--- config.mk ---
export PLATFORM = sky130hd
export DESIGN_NAME = snow64_bfloat16_div_arbiter
export DESIGN_NICKNAME = d
export VERILOG_FILES = /design/src/rtl/snow64_bfloat16_div_arbiter.sv
export SDC_FILE = /design/constraint.sdc
export NUM_CORES = 1
export LEC_CHECK = 0
export ABC_AREA = 1
export CAP_MARGIN = 20
export CORE_MARGIN = 4
export CORE_UTILIZATION = 38
export DETAILED_ROUTE_END_ITERATION = 12
export PLACE_DENSITY = 0.88
export SETUP_SLACK_MARGIN = 0.1
export SLEW_MARGIN = 20
export SYNTH_ARGS = -nofsm -noshare
export SYNTH_HDL_FRONTEND = slang
export SYNTH_SLANG_ARGS = --single-unit
--- constraint.sdc ---
create_clock -name clk -period 1.9 [get_ports clk]
set_clock_uncertainty 0.1 [all_clocks]
set_input_delay 0.19 -clock clk [delete_from_list [all_inputs] [get_ports clk]]
set_output_delay 0.19 -clock clk [all_outputs]
set_load 0.02 [all_outputs]
--- src/rtl/snow64_bfloat16_div_arbiter.sv ---
// Round-robin arbiter that lets NUM_REQ requesters share one BFloat16 divider.
// One operation is in flight at a time: grant, ISSUE, WAIT (bounded by a timeout), RESP.
module snow64_bfloat16_div_arbiter #(
  parameter int NUM_REQ        = 4,
  parameter int TIMEOUT_CYCLES = 64
) (
  input  logic                  clk,
  input  logic                  rst,
  input  logic [NUM_REQ-1:0]    req_valid,
  input  logic [16*NUM_REQ-1:0] req_a,
  input  logic [16*NUM_REQ-1:0] req_b,
  output logic [NUM_REQ-1:0]    req_ready,
  output logic [NUM_REQ-1:0]    resp_valid,
  output logic [15:0]           resp_data,
  output logic                  resp_err,
  output logic                  busy,
  output logic                  div_start,
  output logic [15:0]           div_a,
  output logic [15:0]           div_b,
  input  logic                  div_data_valid,
  input  logic                  div_can_accept_cmd,
  input  logic [15:0]           div_data
);

  localparam int IDX_W = (NUM_REQ > 1) ? $clog2(NUM_REQ) : 1;
  localparam int CNT_W = $clog2(TIMEOUT_CYCLES + 1);

  typedef enum logic [1:0] {IDLE, ISSUE, WAIT, RESP} state_t;

  state_t           r_state;
  state_t           w_nextState;
  logic [IDX_W-1:0] r_lastGrant;
  logic [IDX_W-1:0] r_owner;
  logic [IDX_W-1:0] w_winner;
  logic [IDX_W-1:0] w_idx;
  logic             w_found;
  logic             w_grant;
  logic             w_done;
  logic             w_timeout;
  logic [CNT_W-1:0] r_count;
  logic [15:0]      r_a;
  logic [15:0]      r_b;
  logic [15:0]      r_respData;
  logic             r_respErr;

  // Round-robin search starting just above the most recently served requester.
  always_comb begin
    w_found  = 1'b0;
    w_winner = '0;
    w_idx    = '0;
    for (int k = 0; k < NUM_REQ; k++) begin
      w_idx = IDX_W'((int'(r_lastGrant) + 1 + k) % NUM_REQ);
      if (!w_found && req_valid[w_idx]) begin
        w_found  = 1'b1;
        w_winner = w_idx;
      end
    end
  end

  assign w_grant   = (r_state == IDLE) && w_found && div_can_accept_cmd && !rst;
  assign w_done    = div_data_valid && div_can_accept_cmd;
  assign w_timeout = (r_count == CNT_W'(TIMEOUT_CYCLES - 1));

  always_ff @(posedge clk) begin
    if (rst) begin
      r_state <= IDLE;
    end else begin
      r_state <= w_nextState;
    end
  end

  always_comb begin
    w_nextState = r_state;
    req_ready   = '0;
    resp_valid  = '0;
    div_start   = 1'b0;
    busy        = (r_state != IDLE);
    case (r_state)
      IDLE: begin
        if (w_grant) begin
          req_ready   = NUM_REQ'(1) << w_winner;
          w_nextState = ISSUE;
        end
      end
      ISSUE: begin
        div_start   = !rst;
        w_nextState = WAIT;
      end
      WAIT: begin
        if (w_done || w_timeout) begin
          w_nextState = RESP;
        end
      end
      RESP: begin
        // Suppressed while reset is asserted so a discarded operation never responds.
        if (!rst) begin
          resp_valid = NUM_REQ'(1) << r_owner;
        end
        w_nextState = IDLE;
      end
      default: w_nextState = IDLE;
    endcase
  end

  always_ff @(posedge clk) begin
    if (rst) begin
      r_lastGrant <= IDX_W'(NUM_REQ - 1);
      r_owner     <= '0;
      r_count     <= '0;
      r_a         <= '0;
      r_b         <= '0;
      r_respData  <= '0;
      r_respErr   <= 1'b0;
    end else begin
      case (r_state)
        IDLE: begin
          if (w_grant) begin
            r_owner <= w_winner;
            r_a     <= req_a[int'(w_winner)*16 +: 16];
            r_b     <= req_b[int'(w_winner)*16 +: 16];
          end
        end
        ISSUE: r_count <= '0;
        WAIT: begin
          r_count <= r_count + CNT_W'(1);
          // A real result wins over a timeout that expires in the same cycle.
          if (w_done) begin
            r_respData <= div_data;
            r_respErr  <= 1'b0;
          end else if (w_timeout) begin
            r_respData <= 16'h0000;
            r_respErr  <= 1'b1;
          end
        end
        RESP: r_lastGrant <= r_owner;
        default: ;
      endcase
    end
  end

  assign div_a     = r_a;
  assign div_b     = r_b;
  assign resp_data = r_respData;
  assign resp_err  = r_respErr;

endmodule

==> impl_metrics.csv <==
group,metric,value,unit
sta,finalWorstPathRequiredPeriod,2240,ps
final_layout,num-nets-final,1163,
sta,timing.slew.headroom,79.3,%
run_status,run_status,"complete, but fails checks",
worst_hold_path,min_path_type,"in2reg",
power_and_ir_drop,power_density,937,nW/um^2
sta,grt_setup_unrepaired,"yes",
final_layout,num_antenna_cells,0,
drt,detail-route-antenna-nets,0,
cts,cts-htree-levels,3,
global_routing,grt_util_all_layers,23.3,%
drt,drt_first_iter_violations,582,
sta,fmaxAchievable,446,MHz
synthesis,synth-async-reset-ratio,0,%
floorplanning,initial_core_utilization,39.2,%
final_layout,final_layout_size_suffix_gt1_share,15.2,%
global_routing,largest_net_degree_at_the_start_of_global_routing,55,
drt,detail_route.vias_per_cell,5.06,
run,timing.max_cap.violations,0,
global_routing,first_global_vias,5389,
placed_design,post_dp_hpwl,11.2,mm
sta,final-max-slew-violation-count,0,
synthesis,post_synth_main_area_contributors,"dfxtp_1 27%, inv_1 15%, nand2_1 14%",
critical_path,critical_path_at,1950,ps
synthesis,netlist_instances,776,
drt,post-route-drc-count,0,
floorplanning,row_count,39,
cts,worst_skew_pair_later_pin_latency,320,ps
cts,clkTransAtPathRegs,50,ps
synthesis,synth_area_leader_cell,"dfxtp_1",
synthesis,yosys_register_bits,62,
drt,drt_pre_antenna_iters,5,
sta,setup_ws,-342,ps
cts,count_of_hold_buffers_inserted_by_post_cts_repair,0,
synthesis,postSynthNetCount,933,
synthesis,synth.most_common_cell,"inv_1",
sta,hold_violations,0,
cts,numCtsBuffers,9,
floorplanning,die_area,13700,sq um
global_routing,grt_antenna_before_repair,0,
synthesis,yosys_warnings,0,
critical_path,timing.critical_path.from_type,"register",
synthesis,synth_common_cells,"177 x inv_1, 174 x nand2_1, 104 x nand3_1",
run_status,violations,"setup timing",
critical_path,cp_data_required_time,1610,ps
global_routing,grt_pass1_wl,25.6,mm
synthesis,ys_seq_area_share,27.5,%
floorplanning,core_region_area,11500,sq um
synthesis,synthFlopType,"dfxtp_1",
drt,totalWireLength,17.8,mm
synthesis,synth_largest_type_area_fraction,27.5,%
drt,num_vias,5837,
placed_design,gp_congestion,0.837,
synthesis,yosysUniqueCellTypes,29,
synthesis,post_synthesis_cell_area,4520,sq um
power_and_ir_drop,ir_worst_vdd,0.476,mV
critical_path,worst-path-max-fanout,6,
global_routing,grt-ovfl-total,0,
cts,cts_tree,"done",
floorplanning,ios,211,
power_and_ir_drop,total_power,7.37,mW
cts,cts_root_buf,"clkbuf_16",
sta,hold_ws,250,ps
floorplanning,die_height,117,um
cts,numClockSinks,62,
sta,post-route-period-util,118,%
floorplanning,floorplan.die.width,117,um
sta,timing_worst_slew_pin_value,309,ps
critical_path,critical_path_class,"reg2out",
synthesis,synth_edf_count,0,
sta,setup_violations,36,
placed_design,port_buffers,210,
cts,clk_path_buf_depth,2,
critical_path,cp_endpoint_kind,"output pin",
power_and_ir_drop,power.leakage,3.89,nW
synthesis,mapped_avg_cell_area,5.82,sq um
drt,routedWlPerCell,15.4,um
final_layout,area.growth.synth_to_final,74.2,%
final_layout,filler_cell_count,925,
==> final timing paths <==
kind / from / endpoint / slack, ps / cells after the start
worst max-delay path: r_lastGrant[0] / req_ready[2] / -340 / 12
worst min-delay path: rst / resp_data[3] / 250 / 3
worst max register to register: r_lastGrant[0] / div_a[4] / -330 / 18
worst min register to register: resp_data[3] / resp_data[3] / 360 / 2
==> registers in the layout (all words and copies together) (netlist names) <==
signal       cells
div_a           16
div_b           16
resp_data       16
r_count          7
r_lastGrant      2
r_owner          2
r_state          2
resp_err         1
==> cell usage in the layout, fill, tap and decap left out, types with 4 or more instances in the layout <==
master and count:
a21oi_1 21, buf_12 10, buf_16 5, buf_2 4, buf_4 31, buf_6 11, buf_8 4, clkbuf_16 12
clkdlybuf4s50_1 199, dfxtp_1 60, ha_1 4, inv_1 176, nand2_1 148, nand2_2 20, nand2_4 9, nand3_1 92
nand3_2 11, nand3_4 4, nand4_1 65, nor2_1 71, nor2_2 5, nor2_4 4, nor3_1 7
==> cell families after synthesis <==
| kind of cell | Yosys count | share of synthesized area [%] |
|---|---|---|
| simple gates | 445 | 45.3 |
| buf+inv | 232 | 22.2 |
| flops | 62 | 27.5 |
| compound gates | 31 | 3.49 |
| fa+ha+maj | 5 | 1.38 |
| xor+xnor | 1 | 0.194 |
==> routing by layer <==
metal	track usage (%)	routed length, um	up-vias
met4	5.96	344	0
li1	-	-	2872
met1	28.1	7120	2680
met2	40.4	8650	254
met3	7.15	1710	31
met5	0	0	-
==> worst max-delay path, stage by stage, from the launching register on <==
cell,delay (ps)
dfxtp_2,320
buf_6,120
inv_8,70
nand2_1,60
nand2_2,100
nand2_4,70
nand2_4,80
nor2_4,50
nand3_4,110
nand4_4,120
buf_12,170
nor3_4,210
buf_6,150
==> power breakdown <==
| group | switching, mW | total, mW | internal, mW | leakage (nW) |
|---|---|---|---|---|
| logic | 2.10 | 3.91 | 1.81 | 3.22 |
| clock network | 0.569 | 1.85 | 1.28 | 0.161 |
| registers | 0.115 | 1.62 | 1.50 | 0.505 |
==> what timing repair did <==
action,CTS,global route
endpoints found under the setup margin,54,60
pin swaps,19,20
gates cloned,4,3
gates resized for setup,104,54
buffers inserted,8,6
==> cell type report <==
type / count / area [sq um] / share of cell area [%]
Clock buffer: 12 / 236 / 3.00
Inverter: 182 / 703 / 8.93
Clock inverter: 4 / 95.1 / 1.21
Sequential cell: 62 / 1240 / 15.8
Tap cell: 143 / 179 / 2.27
Timing Repair Buffer: 269 / 2860 / 36.3
Multi-Input combinational cell: 482 / 2560 / 32.5
==> stage by stage <==
step / setup slack [ps] / area [sq um] / instances / util (%) / setup TNS, ps
CTS: -323 / 7580 / 1145 / 65.8 / -7220
global placement: -720 / 6880 / 1118 / 59.7 / -19490
global route: -431 / 7870 / 1154 / 68.4 / -11910
detailed placement: -745 / 6880 / 1118 / 59.7 / -20790
floorplan: -41.0 / 4600 / 776 / - / -69.3
finish: -342 / 7870 / 1154 / 68.4 / -8020
(Power assumes the default switching activity.)
